--- src/rtl/btn_cond.sv ---
// Push-button conditioner: 2-flop sync, debounce, press and long-press pulses per button.
// Define BTN_REPEAT_EN to add auto-repeat press pulses while a long press is held.
module btn_cond #(
  parameter int DEB_CYCLES    = 2000000,
  parameter int LONG_CYCLES   = 100000000,
  parameter int REPEAT_CYCLES = 20000000,
  parameter int CNT_W         = 27
) (
  input  logic       clk,
  input  logic       rst,
  input  logic       bt,
  input  logic       l_bt,
  input  logic       r_bt,
  input  logic       u_bt,
  input  logic       d_bt,
  output logic [4:0] level,
  output logic [4:0] press,
  output logic [4:0] long_press,
  output logic       any_press
);

  typedef enum logic [1:0] {S_IDLE, S_HELD, S_LONG} state_t;

  localparam logic [CNT_W-1:0] DEB_LAST  = CNT_W'(DEB_CYCLES - 1);
  localparam logic [CNT_W-1:0] LONG_LAST = CNT_W'(LONG_CYCLES - 1);
  localparam logic [CNT_W-1:0] LONG_MAX  = CNT_W'(LONG_CYCLES);

  logic [4:0]       raw;
  logic [4:0]       s1;
  logic [4:0]       s2;
  logic [CNT_W-1:0] deb_cnt  [5];
  logic [CNT_W-1:0] hold_cnt [5];
  state_t           state    [5];
  logic [4:0]       accept;
  logic [4:0]       rise;
  logic [4:0]       fall;
  logic [4:0]       long_hit;
  logic [4:0]       press_nxt;

  assign raw = {d_bt, u_bt, r_bt, l_bt, bt};

  always_comb begin
    accept   = '0;
    rise     = '0;
    fall     = '0;
    long_hit = '0;
    for (int i = 0; i < 5; i++) begin
      accept[i]   = (s2[i] != level[i]) && (deb_cnt[i] == DEB_LAST);
      rise[i]     = accept[i] && s2[i];
      fall[i]     = accept[i] && !s2[i];
      long_hit[i] = (state[i] == S_HELD) && level[i] && (hold_cnt[i] == LONG_LAST);
    end
  end

`ifdef BTN_REPEAT_EN
  localparam logic [CNT_W-1:0] REP_LAST = CNT_W'(REPEAT_CYCLES - 1);

  logic [CNT_W-1:0] rep_cnt [5];
  logic [4:0]       rep_hit;

  always_comb begin
    rep_hit = '0;
    for (int i = 0; i < 5; i++) begin
      rep_hit[i] = (state[i] == S_LONG) && level[i] && (rep_cnt[i] == REP_LAST);
    end
  end

  assign press_nxt = rise | rep_hit;

  always_ff @(posedge clk) begin
    for (int i = 0; i < 5; i++) begin
      if (rst || state[i] != S_LONG || !level[i] || fall[i] || rep_hit[i]) begin
        rep_cnt[i] <= '0;
      end else begin
        rep_cnt[i] <= rep_cnt[i] + CNT_W'(1);
      end
    end
  end
`else
  assign press_nxt = rise;
`endif

  always_ff @(posedge clk) begin
    if (rst) begin
      s1         <= '0;
      s2         <= '0;
      level      <= '0;
      press      <= '0;
      long_press <= '0;
      any_press  <= 1'b0;
      for (int i = 0; i < 5; i++) begin
        deb_cnt[i]  <= '0;
        hold_cnt[i] <= '0;
        state[i]    <= S_IDLE;
      end
    end else begin
      s1         <= raw;
      s2         <= s1;
      press      <= press_nxt;
      long_press <= long_hit;
      any_press  <= |press_nxt;
      for (int i = 0; i < 5; i++) begin
        if (s2[i] == level[i]) begin
          deb_cnt[i] <= '0;
        end else if (accept[i]) begin
          level[i]   <= s2[i];
          deb_cnt[i] <= '0;
        end else begin
          deb_cnt[i] <= deb_cnt[i] + CNT_W'(1);
        end

        // hold_cnt parks at LONG_MAX so long_hit fires once per hold
        if (!level[i]) begin
          hold_cnt[i] <= '0;
        end else if (hold_cnt[i] != LONG_MAX) begin
          hold_cnt[i] <= hold_cnt[i] + CNT_W'(1);
        end

        case (state[i])
          S_IDLE: if (rise[i]) state[i] <= S_HELD;
          S_HELD: begin
            if (fall[i])          state[i] <= S_IDLE;
            else if (long_hit[i]) state[i] <= S_LONG;
          end
          S_LONG: if (fall[i]) state[i] <= S_IDLE;
          default: state[i] <= S_IDLE;
        endcase
      end
    end
  end

endmodule

--- config.mk ---
export PLATFORM = sky130hd
export DESIGN_NAME = btn_cond
export DESIGN_NICKNAME = d
export VERILOG_FILES = /design/src/rtl/btn_cond.sv
export SDC_FILE = /design/constraint.sdc
export NUM_CORES = 1
export LEC_CHECK = 0
export CAP_MARGIN = 20
export CORE_MARGIN = 2
export CORE_UTILIZATION = 51
export CTS_CLUSTER_SIZE = 28
export DETAILED_ROUTE_END_ITERATION = 16
export DONT_BUFFER_PORTS = 1
export GPL_ROUTABILITY_DRIVEN = 0
export GPL_TIMING_DRIVEN = 0
export PLACE_DENSITY = 0.77
export SETUP_SLACK_MARGIN = 0.5
export SLEW_MARGIN = 30
export SYNTH_ARGS = -nofsm -noshare
export SYNTH_HDL_FRONTEND = slang
export SYNTH_SLANG_ARGS = --single-unit
--- constraint.sdc ---
create_clock -name clk -period 8.63 [get_ports clk]
set_clock_uncertainty 0.05 [all_clocks]
set_input_delay 0.4315 -clock clk [delete_from_list [all_inputs] [get_ports clk]]
set_output_delay 0.4315 -clock clk [all_outputs]
set_load 0.01 [all_outputs]
# --- Yosys cells after proc, flatten, opt, wreduce, memory -nomap -nowiden ---
# Memory sizes are Yosys's and may differ from the RTL's.
# Cells that the tools add are included.
word_totals:
  ff_bits: 26
  mem_bits_rw: 280
  input_bits: 7
  word_cells: 396
  n_memories: 3
memory_table:
  columns: ["memory", "words", "width", "rd", "rd_ports_with_merged_regs", "wr", "line", "source"]
  rows:
  - ["deb_cnt", 5, 27, 5, 0, 5, "31", "logic [CNT_W-1:0] deb_cnt [5];"]
  - ["hold_cnt", 5, 27, 5, 0, 5, "32", "logic [CNT_W-1:0] hold_cnt [5];"]
  - ["state", 5, 2, 5, 0, 5, "33", "state_t state [5];"]
classes:
  add_sub_neg: 10
  n_eq_ne: 35
  mux: 237
  bitwise: 55
  reduce_logical: 46
ops:
  columns: ["op", "count"]
  rows:
  - ["$mux 27", 25]
  - ["$add 27x1->27 const B", 10]
  - ["$mux 1", 187]
  - ["$eq 27x21->1 const B", 5]
  - ["$eq 27x27->1 const B", 5]
  - ["$ne 27x27->1 const B", 5]
  - ["$mux 2", 25]
  - ["$or 1x1->1", 50]
  - ["$logic_and 1x1->1", 25]
  - ["$reduce_or 3->1", 5]
  - ["$eq 2x1->1 const B", 5]
  - ["$eq 2x2->1 const B", 5]
  - ["$logic_not 2->1", 5]
  - ["$reduce_and 2->1", 5]
  - ["$eq 1x1->1", 5]
  - ["$logic_not 1->1", 5]
  - ["$ne 1x1->1", 5]
  - ["$not 1->1", 5]
  - ["$reduce_or 5->1", 1]

# --- Logic depth before layout (Yosys ltp) ---
depth:
  ltp_word: 12
  depth_mapped: 9

# --- Worst setup path after synthesis ---
# OpenSTA, ideal clock, no wires.
synth_timing:
  path_kind: "register to register"
  from: "memory deb_cnt[3][9]"
  to: "memory deb_cnt[3][18] (data pin)"
  arrival_time_ns: 2.471
  t_required_ns: 8.326
  setup_slack_ns: 5.854
  stages_incl_launch_ff: 8
  synth_period_minus_slack_ns: 2.776
  path_cell_list: "edfxtp_1 or4b_1 or4_4 or4_1 clkbuf_2 nand2_2 buf_4 nor2_1"
synth_rtl:
  columns: ["element", "line"]
  rows:
  - ["from (decl)", "31"]

==> run_results.csv <==
group,metric,value,unit
setup_path,slowest_delay,630,ps
setup_path,worstPathCellList,"clkbuf_1 > or4b_2 > nor3b_1 > nand4_1 > o21ai_1 > clkbuf_1 > nor2_1",
floorplanning,row_count,65,
yosys,synth_top_area_cell,"edfxtp_1",
yosys,synth_edf_count,279,
clock_tree,htree_levels,2,
sta,rsz0062_at_grt,"no",
yosys,ys.flop_type,"edfxtp_1",
sta,max_freq,316,MHz
detailed_routing,vias_per_cell,5.39,
yosys,syn_area,16300,um2
global_routing,gr-total-overflow,0,
sta,finalCritPeriodShare,36.7,%
job,maxCapViolations,0,
setup_path,criticalPathCategory,"reg2reg",
sta,setup_tns,0,ps
setup_path,arrival,3370,ps
sta,period_minus_slack,3170,ps
sta,slew_headroom,43.6,%
yosys,ys_seq_area_share,54.8,%
clock_tree,cts_tree,"built",
worst_hold_path,holdPathStages,1,
layout,area_growth,13.2,%
floorplanning,die_w,183,um
clock_tree,ctsResizeCount,0,
floorplanning,die-area,33300,um2
placement,place_ws,5480,ps
detailed_routing,vias,11707,
setup_path,crit_fanout,10,
clock_tree,post_cts_buffers,0,
detailed_routing,drtIter0Drc,838,
yosys,synth_cells,1566,
setup_path,crit_path_top_delay_cell,"or4b_2",
yosys,ys_warn_count,0,
sta,hold_viol,0,
setup_path,crit_buf_inv,2,
worst_hold_path,min_path_type,"in2reg",
power_and_ir_drop,ir_worst_vdd,0.145,mV
detailed_routing,drc,0,
yosys,avgSynthCellArea,10.4,um2
floorplanning,io_pins,23,
floorplanning,die_h,183,um
clock_tree,clk_latency,520,ps
setup_path,reg2reg_depth,7,
clock_tree,clkSlewWorstSetupHoldPaths,60,ps
layout,drive_above_1_share,4.36,%
setup_path,crit_cells,7,
detailed_routing,drt_first_pass_iters,5,
yosys,yosys.area.top_type_share,51.5,%
detailed_routing,wl,31300,um
clock_tree,cts-root-buf,"clkbuf_16",
global_routing,track_usage,19.2,%
global_routing,grt_first_pass_wirelength,53200,um
sta,tightest_slew,838,ps
yosys,ys_types,59,
setup_path,end_kind,"flop",
placement,port_buffers,0,
global_routing,antenna_found_initial,2,
setup_path,cp_common_cell,"clkbuf_1",
clock_tree,cts.path.max_buffers,3,
clock_tree,clock-sinks,306,
status,status,"complete, no violations",
global_routing,grt_pass1_vias,11370,
yosys,synth-seq-cells,306,
power_and_ir_drop,power_leakage,6.27,nW
setup_path,required,8830,ps
power_and_ir_drop,power.total,3.13,mW
yosys,synth_area_leaders,"edfxtp_1 (51%), nor2_1 (7.6%), xor2_1 (7.4%)",
detailed_routing,drtAntennaViolNets,0,
global_routing,grt_max_degree,28,
detailed_routing,drt-wirelength-per-cell,14.4,um
floorplanning,coreArea,31500,um2
power_and_ir_drop,powerDensity,170,nW/um2
sta,worst_slack,5460,ps
sta,drv_slew,0,
setup_path,critPathTopFamily,"simple AND/OR/NAND/NOR gates",
placement,dp_hpwl,21900,um
clock_tree,cts_made_buffers,35,
yosys,async_flop_share,0,%
setup_path,worst_setup_path_start_kind,"flop",
sta,finalSetupViolCount,0,
layout,fin_nets,1763,
floorplanning,start_util,51.7,%
cells in the final DEF, fill, tap and decap left out, drive strengths merged, types with 47 or more instances in the layout:
cell,synthesis,routed
nand3,115,115
clkbuf,34,83
nand4,57,57
nor2,328,328
conb,1,135
edfxtp,279,279
xor2,137,137
inv,46,47
and3,57,57
nand2,95,95
xnor2,104,104
layout make-up:
class,count,area [um2]
Timing Repair Buffer,4,40.0
Buffer,41,163
Clock buffer,49,980
Multi-Input combinational cell,1307,7550
Fill cell,2632,13100
Tap cell,402,503
Clock inverter,15,88.8
Antenna cell,1,2.50
Sequential cell,306,8920
Inverter,46,173
worst register-to-register path, delay by kind of cell (launching register included):
kind            cells  cell delay, ps
flops               1             350
compound gates      1             600
buf+inv             2             620
simple gates        4            1280
synth_stat cells, types with 5 or more instances:
library cell and count:
and3_1 57, nor4_1 25, dfxtp_1 27, or4_1 13
a21oi_1 20, o21ai_0 10, xor2_1 137, nor2b_1 17
nor4bb_1 5, xnor2_1 104, inv_1 46, or3_1 13
clkbuf_1 33, and2_1 13, nand3_1 115, and4_1 20
buf_1 5, nand2_1 94, nand2b_1 15, nand4_1 57
nor2_1 328, ha_1 15, nor3_1 43, nor4b_1 16
edfxtp_1 279
path summary, 6_finish.rpt:
kind / from / to / slack (ps)
min: u_bt / s1[3]$_SDFF_PP0_ / 20
min reg2reg: s1[3]$_SDFF_PP0_ / s2[3]$_SDFF_PP0_ / 400
max reg2reg: hold_cnt[3][9]$_SDFFCE_PN0P_ / hold_cnt[3][7]$_SDFFCE_PN0P_ / 5460
max: hold_cnt[3][9]$_SDFFCE_PN0P_ / hold_cnt[3][7]$_SDFFCE_PN0P_ / 5460
metal layers:
| metal | part of all wire (%) | up-vias | GRT usage [%] |
|---|---|---|---|
| met5 | 0 | - | 0 |
| met1 | 45 | 5624 | 25.6 |
| met3 | 4.5 | 58 | 3.39 |
| met4 | 2.5 | 0 | 6.32 |
| li1 | - | 5797 | - |
| met2 | 48 | 228 | 31.8 |
kinds of logic after synthesis:
group,Yosys count,synth area share [%]
mux,6,0.392
fa+ha+maj,19,1.40
xor+xnor,241,13.0
compound gates,49,1.89
other cells,1,0.0230
buf+inv,87,2.06
simple gates,857,26.4
flops,306,54.8
report_power, final:
group          leakage (nW)  internal, mW  switching [mW]
registers              3.37          1.64          0.0329
clock network         0.530         0.797           0.586
logic                  2.37        0.0298          0.0444
total                  6.27          2.47           0.663
state kept, by name (all words and copies together) (netlist names):
name        flops
any_press       1
long_press      5
state          10
press           5
s2              5
hold_cnt      135
level           5
deb_cnt       135
s1              5
through the flow:
| stage | util, % | instances | instance area [um2] | hold slack [ps] |
|---|---|---|---|---|
| final | 58.5 | 2171 | 18400 | 20.5 |
| after detailed placement | 55.0 | 2102 | 17300 | 383 |
| after CTS | 58.5 | 2170 | 18400 | 7.06 |
| after floorplan | - | 1700 | 16800 | 364 |
| after global routing | 58.5 | 2170 | 18400 | 8.39 |
| after global placement | 54.9 | 2102 | 17300 | 378 |
what timing repair did:
item	in CTS	in global routing
hold buffers	4	0
endpoints found under the setup margin	0	0
endpoints found under the hold margin	4	0
Power figures use the tool's default switching activity.
